$ cat config.mk
export PLATFORM = sky130hd
export DESIGN_NAME = gfx_mem_arbiter
export DESIGN_NICKNAME = d
export VERILOG_FILES = /design/src/rtl/gfx_mem_arbiter.sv
export SDC_FILE = /design/constraint.sdc
export NUM_CORES = 1
export LEC_CHECK = 0
export ABC_AREA = 1
export BUFFER_PORTS_ARGS = -buffer_cell sky130_fd_sc_hd__buf_4
export CORE_AREA = 2 2 323 325
export CTS_CLUSTER_SIZE = 10
export DETAILED_ROUTE_END_ITERATION = 8
export DIE_AREA = 0 0 325 327
export SYNTH_ARGS = -nofsm -noshare
export SYNTH_HDL_FRONTEND = slang
export SYNTH_SLANG_ARGS = --single-unit
$ cat constraint.sdc
create_clock -name clk -period 2.5 [get_ports clk]
set_input_delay 0.625 -clock clk [delete_from_list [all_inputs] [get_ports clk]]
set_output_delay 0.625 -clock clk [all_outputs]
set_load 0.05 [all_outputs]
$ cat src/rtl/gfx_mem_arbiter.sv
// gfx_mem_arbiter
//   Shares the DDR2 address FIFO (af_*) and write-data FIFO (wdf_*) between
//   the line engine (le_*) and the rectangle fill engine (fe_*). A granted
//   transaction is emitted as one address entry plus two consecutive
//   128-bit data words. Transactions are never interleaved.
//
// State table:
//   IDLE | no transaction held; grant given to a valid requester
//   WR0  | push address + data word 0 (both FIFOs must have room)
//   WR1  | push data word 1 (only the data FIFO must have room)
//
// Ports:
//   clk, rst                 clock, asynchronous active-low reset
//   le_valid/addr/data/mask  line engine transaction (data[127:0] first word)
//   le_ready                 line engine transaction accepted this cycle
//   fe_*                     same for the fill engine
//   af_full, wdf_full        FIFO full flags
//   af_cmd_din/addr_din/wr_en  address FIFO write port (cmd always write)
//   wdf_din/mask_din/wr_en     write-data FIFO write port
//   arb_busy                 a transaction is held (not IDLE)
//   last_grant               0 = line engine granted last, 1 = fill engine
module gfx_mem_arbiter #(
    parameter int FIXED_PRIO = 0,
    parameter int ADDR_W     = 31
) (
    input  logic              clk,
    input  logic              rst,
    input  logic              le_valid,
    input  logic [ADDR_W-1:0] le_addr,
    input  logic [255:0]      le_data,
    input  logic [31:0]       le_mask,
    output logic              le_ready,
    input  logic              fe_valid,
    input  logic [ADDR_W-1:0] fe_addr,
    input  logic [255:0]      fe_data,
    input  logic [31:0]       fe_mask,
    output logic              fe_ready,
    input  logic              af_full,
    input  logic              wdf_full,
    output logic [2:0]        af_cmd_din,
    output logic [ADDR_W-1:0] af_addr_din,
    output logic              af_wr_en,
    output logic [127:0]      wdf_din,
    output logic [15:0]       wdf_mask_din,
    output logic              wdf_wr_en,
    output logic              arb_busy,
    output logic              last_grant
);

    typedef enum logic [1:0] {
        IDLE = 2'd0,
        WR0  = 2'd1,
        WR1  = 2'd2
    } state_t;

    state_t            state_q;
    logic              last_grant_q;
    logic [ADDR_W-1:0] addr_q;
    logic [127:0]      din_q;
    logic [15:0]       mask_q;
    logic [127:0]      data_hi_q;
    logic [15:0]       mask_hi_q;

    logic gnt_le;
    logic gnt_fe;
    logic in_idle;
    logic push0;
    logic push1;

    // Round-robin favours the requester that did not win last time;
    // a lone requester always wins.
    always_comb begin
        gnt_le = 1'b0;
        gnt_fe = 1'b0;
        if (le_valid && fe_valid) begin
            if ((FIXED_PRIO != 0) || last_grant_q) begin
                gnt_le = 1'b1;
            end else begin
                gnt_fe = 1'b1;
            end
        end else begin
            gnt_le = le_valid;
            gnt_fe = fe_valid;
        end
    end

    assign in_idle = (state_q == IDLE);
    // Address and first word go out together or not at all.
    assign push0   = (state_q == WR0) && !af_full && !wdf_full;
    assign push1   = (state_q == WR1) && !wdf_full;

    // Handshake and push strobes are gated by rst so they drop the moment
    // reset asserts, independent of the clock.
    assign le_ready     = rst & in_idle & gnt_le;
    assign fe_ready     = rst & in_idle & gnt_fe;
    assign af_wr_en     = rst & push0;
    assign wdf_wr_en    = rst & (push0 | push1);
    assign arb_busy     = rst & !in_idle;
    assign last_grant   = last_grant_q;
    assign af_cmd_din   = 3'b000;
    assign af_addr_din  = addr_q;
    assign wdf_din      = din_q;
    assign wdf_mask_din = mask_q;

    // din_q/mask_q carry word 0 through WR0 and are reloaded with word 1 on
    // the WR0 push, so the data bus keeps its last driven value in IDLE.
    always_ff @(posedge clk or negedge rst) begin
        if (!rst) begin
            state_q      <= IDLE;
            last_grant_q <= 1'b1;
            addr_q       <= '0;
            din_q        <= '0;
            mask_q       <= '0;
            data_hi_q    <= '0;
            mask_hi_q    <= '0;
        end else begin
            case (state_q)
                IDLE: begin
                    if (gnt_le) begin
                        addr_q       <= le_addr;
                        din_q        <= le_data[127:0];
                        mask_q       <= le_mask[15:0];
                        data_hi_q    <= le_data[255:128];
                        mask_hi_q    <= le_mask[31:16];
                        last_grant_q <= 1'b0;
                        state_q      <= WR0;
                    end else if (gnt_fe) begin
                        addr_q       <= fe_addr;
                        din_q        <= fe_data[127:0];
                        mask_q       <= fe_mask[15:0];
                        data_hi_q    <= fe_data[255:128];
                        mask_hi_q    <= fe_mask[31:16];
                        last_grant_q <= 1'b1;
                        state_q      <= WR0;
                    end
                end
                WR0: begin
                    if (push0) begin
                        din_q   <= data_hi_q;
                        mask_q  <= mask_hi_q;
                        state_q <= WR1;
                    end
                end
                WR1: begin
                    if (push1) begin
                        state_q <= IDLE;
                    end
                end
                default: state_q <= IDLE;
            endcase
        end
    end

endmodule

======== Yosys cells after proc, flatten, opt, wreduce, memory -nomap -nowiden ========
Cells that the tools add are included.
word-level totals
  bits in registers ....................... 322
  bits of input ports ..................... 644
  output and inout bits ................... 184
  logic and storage cells ................. 57
cells by class
  equal/unequal tests ..................... 5
  mux-type cells .......................... 25
  bitwise operators ....................... 7
  reduce and logical (&&, ||, !) cells .... 13
operator list
  operator            number
  $mux 128            5
  $pmux 128 s2        1
  $mux 16             5
  $mux 31             2
  $pmux 16 s2         1
  $mux 2              4
  $and 1x1->1         6
  $mux 1              6
  $pmux 2 s3          1
  $reduce_and 3->1    2
  $logic_and 1x1->1   4
  $ne 2x2->1 const B  2
  $reduce_bool 2->1   2
  $logic_not 1->1     3
  $ne 3x3->1 const B  1
  $eq 2x1->1 const B  1
  $eq 2x2->1 const B  1
  $logic_not 2->1     1
  $reduce_and 2->1    1
  $or 1x1->1          1

======== Depth between registers and ports, before layout ========
  word-level depth ........................ 5
  depth in mapped cells ................... 10
  depth with buffers taken out ............ 8

======== Worst setup path after synthesis ========
No wires, ideal clock.
  path type ............................... register to output
  from .................................... reg last_grant_q, in the netlist last_grant
  to ...................................... out le_ready
  arrival time ............................ 1.917 ns
  path slack .............................. -0.042 ns
  cell stages (with the launch flop) ...... 7
  cell sequence ........................... dfstp_2 > inv_1 > nand2_1 > nand2_1 > buf_2 > buf_2 > nor2_1
on the way
  cells in the longest elaborated chain, start to end .. 3
RTL lines
  element                   line  source
  start: declaration        57    logic last_grant_q;
  start signal: assignment  110   last_grant_q <= 1'b1;
  start signal: assignment  125   last_grant_q <= 1'b0;
  start signal: assignment  133   last_grant_q <= 1'b1;
  $mux 1                    76    if ((FIXED_PRIO != 0) || last_grant_q) begin
  $mux 1                    75    if (le_valid && fe_valid) begin
  $and 1x1->1               94    assign le_ready = rst & in_idle & gnt_le;
  end: declaration          32    output logic le_ready,
No other way between the ends.

======== Final worst setup path ========
  from .................................... reg last_grant_q, in the netlist last_grant
  to ...................................... out fe_ready
on the way
  cells in the longest elaborated chain, start to end .. 3
RTL lines
  element           line  source
  $mux 1            76
  $mux 1            75
  $and 1x1->1       95    assign fe_ready = rst & in_idle & gnt_fe;
  end: declaration  37    output logic fe_ready,
No other way between the ends.

==> metrics.md <==
| Metric | Value |
|---|---|
| Seq/Total Area, Yosys | 0.478 |
| H-Tree Depth | 2 |
| Pwr dens | 1350 nW/um^2 |
| Die Height | 327 um |
| Synthesized cell area | 16800 sq um |
| Storage element area | 8060 sq um |
| Type of the worst setup path | register to primary output |
| Crit path max fanout | 3 |
| Grt ovf | 0 |
| Number of global-route vias before repair | 19000 |
| Initial cell density of the core | 0.164 |
| Boundary Pins | 828 |
| HP Class | primary input to asynchronous set/reset pin |
| DRC | 0 |
| CP max-delay cell | dfstp_2 |
| Top-area cell type share of the netlist area | 0.477 |
| Worst path cell trace | inv_1 -> nand2_4 -> buf_4 -> a21oi_2 -> buf_6 |
| Startpoint types | register |
| CP top delay family | buffers and inverters |
| Die area | 106000 sq um |
| Area of the multi-input gates | 7970 sq um |
| Post-synth EDFFs | 0 |
| Worst-Skew Late Latency | 0.60 ns |
| Syn Inst Count | 2252 |
| Wire length per cell | 19.1 um |
| Initial antenna violation count | 2 |
| # fillers | 11300 |
| Final core occ | 0.256 |
| CP startpoint | last_grant |
| Synth cell count leaders | nand2_1, nand3_1, dfrtp_1 |
| Slowest stage delay, CP | 0.38 ns |
| LEAKAGE | 12.7 nW |
| Most numerous cell in the Yosys netlist | nand2_1 |
| # Max-Cap Violations | 0 |
| Drt pass-1 iters | 5 |
| CP Capture Type | primary output |
| Vias per cell | 4.33 |
| Core Box Area | 103000 sq um |
| Synth unique cells | 22 |
| Synthesized flop and latch total | 322 |
| Slew Viols, Final | 0 |
| CTS sink cnt | 322 |
| First-pass GRT wire length | 123000 um |
| Syn avg cell area | 7.48 sq um |
| Run status | completed |
| CTS tree | yes |
| Clock-pin transition on the worst setup and hold timing paths | 0.06 ns |
| Fin. Hold Viols | 0 |
| Fin nets | 3668 |
| Origin of the critical flop-to-flop path | last_grant |
| DP HPWL | 62600 um |
| # rows | 118 |
| Slew @ Worst Pin | 0.757 ns |
| Area leader, netlist | dfrtp_1 |
| All-Layer GR Usage | 0.152 |
| Layout cells sized above 1 | 0.371 |
| ANT nets after route | 0 |
| Power, Total | 35.7 mW |
| Port Buffer Count | 824 |
| P&R area growth vs syn | 56.6% |
| Final min period | 2.42 ns |
| Total CTS buffers | 42 |
| Ys async rst share | 1.00 |
| CP bufs+invs | 3 |
| First DRT Iteration DRCs | 1387 |
| Largest net degree at the start of global routing | 97 |
| Final cycle utilization of the critical path | 0.969 |
| Final wirelength | 84500 um |
| Die W | 325 um |
| Critical path arrival | 1.80 ns |
| Longest Clk Path Bufs | 3 |
| Rel. slew slack | 0.496 |
| Synth Warn # | 0 |
| Max frequency | 0.413 GHz |
| Data required, critical path | 1.88 ns |
| Clk_skew | 0.0301 ns |
| Final setup viols | 0 |
| Root buf cell | clkbuf_16 |
| Ys flop type | dfrtp_1 |
| Area contributors post-synth | dfrtp_1, nand2_1, nand3_1 |
| Vias after detailed routing | 19200 |
| Max VDD drop | 0.618 mV |
| RD Place Congestion | 0.912 |
## cell type report
type,instances,area share
Tap cell,1380,0.0654
Multi-Input combinational cell,1735,0.302
Sequential cell,322,0.306
Timing Repair Buffer,913,0.276
Clock buffer,60,0.0454
Clock inverter,8,0.00346
Antenna cell,1,0.0000948
Inverter,10,0.00209
## metal layers
layer | global-route usage | vias up | routed length, um
li1 | - | 8972 | -
met1 | 0.199 | 9189 | 36100
met2 | 0.240 | 882 | 38500
met3 | 0.0378 | 142 | 6520
met4 | 0.0634 | 0 | 3440
met5 | 0 | - | 0
## power by group
group	leakage [nW]	internal [mW]	switching, mW	total (mW)
clock network	0.633	3.42	2.49	5.91
registers	3.75	7.93	1.63	9.56
logic	8.32	6.68	13.6	20.3
## registers in the layout, summed over array words and instances, names as in the netlist
register and count:
data_hi_q 128, wdf_din 128, af_addr_din 31, mask_hi_q 16, wdf_mask_din 16, state_q 2
last_grant 1
## worst reg2reg max path: stages (launching register included)
cell	delay (ns)
dfstp_2	0.54
inv_1	0.13
nand2_4	0.12
buf_4	0.21
buf_4	0.40
nand3_1	0.27
nand3_1	0.14
nand3_1	0.07
nand2_1	0.08
## final timing paths
kind | end | slack (ns) | cells after the start
max | fe_ready | 0.08 | 5
min | af_addr_din[4] | 0.07 | 2
max reg2reg | wdf_din[4] | 0.50 | 8
min reg2reg | wdf_din[49] | 0.48 | 2
max in group asynchronous | state_q[1] | 1.29 | 2
min in group clk | data_hi_q[80] | 0.28 | 3
## cells by family after synthesis
kind of cell	count (synthesis)	synth area share
buf+inv	198	0.0542
flops	322	0.478
other cells	1	0.000223
compound gates	355	0.106
simple gates	1376	0.361
## cells in the final DEF (no fill, tap or decap), drive strengths merged
cell	instances
a21oi	300
buf	912
bufinv	1
clkbuf	60
clkinv	5
conb	3
dfrtp	321
dfstp	1
diode	1
dlygate4sd3	1
inv	12
nand2	619
nand3	432
nand3b	1
nor2	182
nor3	1
o21ai	55
or2	142
## timing repair
action	CTS	global route
pin swaps	2	1
endpoints found under the hold margin	10	0
gates resized for setup	7	7
cloned	1	0
hold buffers	1	0
setup buffers	6	0
setup endpoints to repair	4	2
## metrics by stage
step / hold WS (ns) / cell area (sq um) / std cells / TNS (ns) / worst slack (ns)
after floorplan: 0.329 / 16900 / 2254 / 0 / 0.0437
after global placement: 0.464 / 25000 / 4352 / 0 / 0.320
after detailed placement: 0.466 / 25000 / 4352 / 0 / 0.334
after CTS: 0.0196 / 26400 / 4428 / 0 / 0.00247
after global routing: 0.0491 / 26400 / 4428 / -0.0175 / -0.0175
final: 0.0670 / 26400 / 4429 / 0 / 0.0764
(Power assumes the default switching activity.)
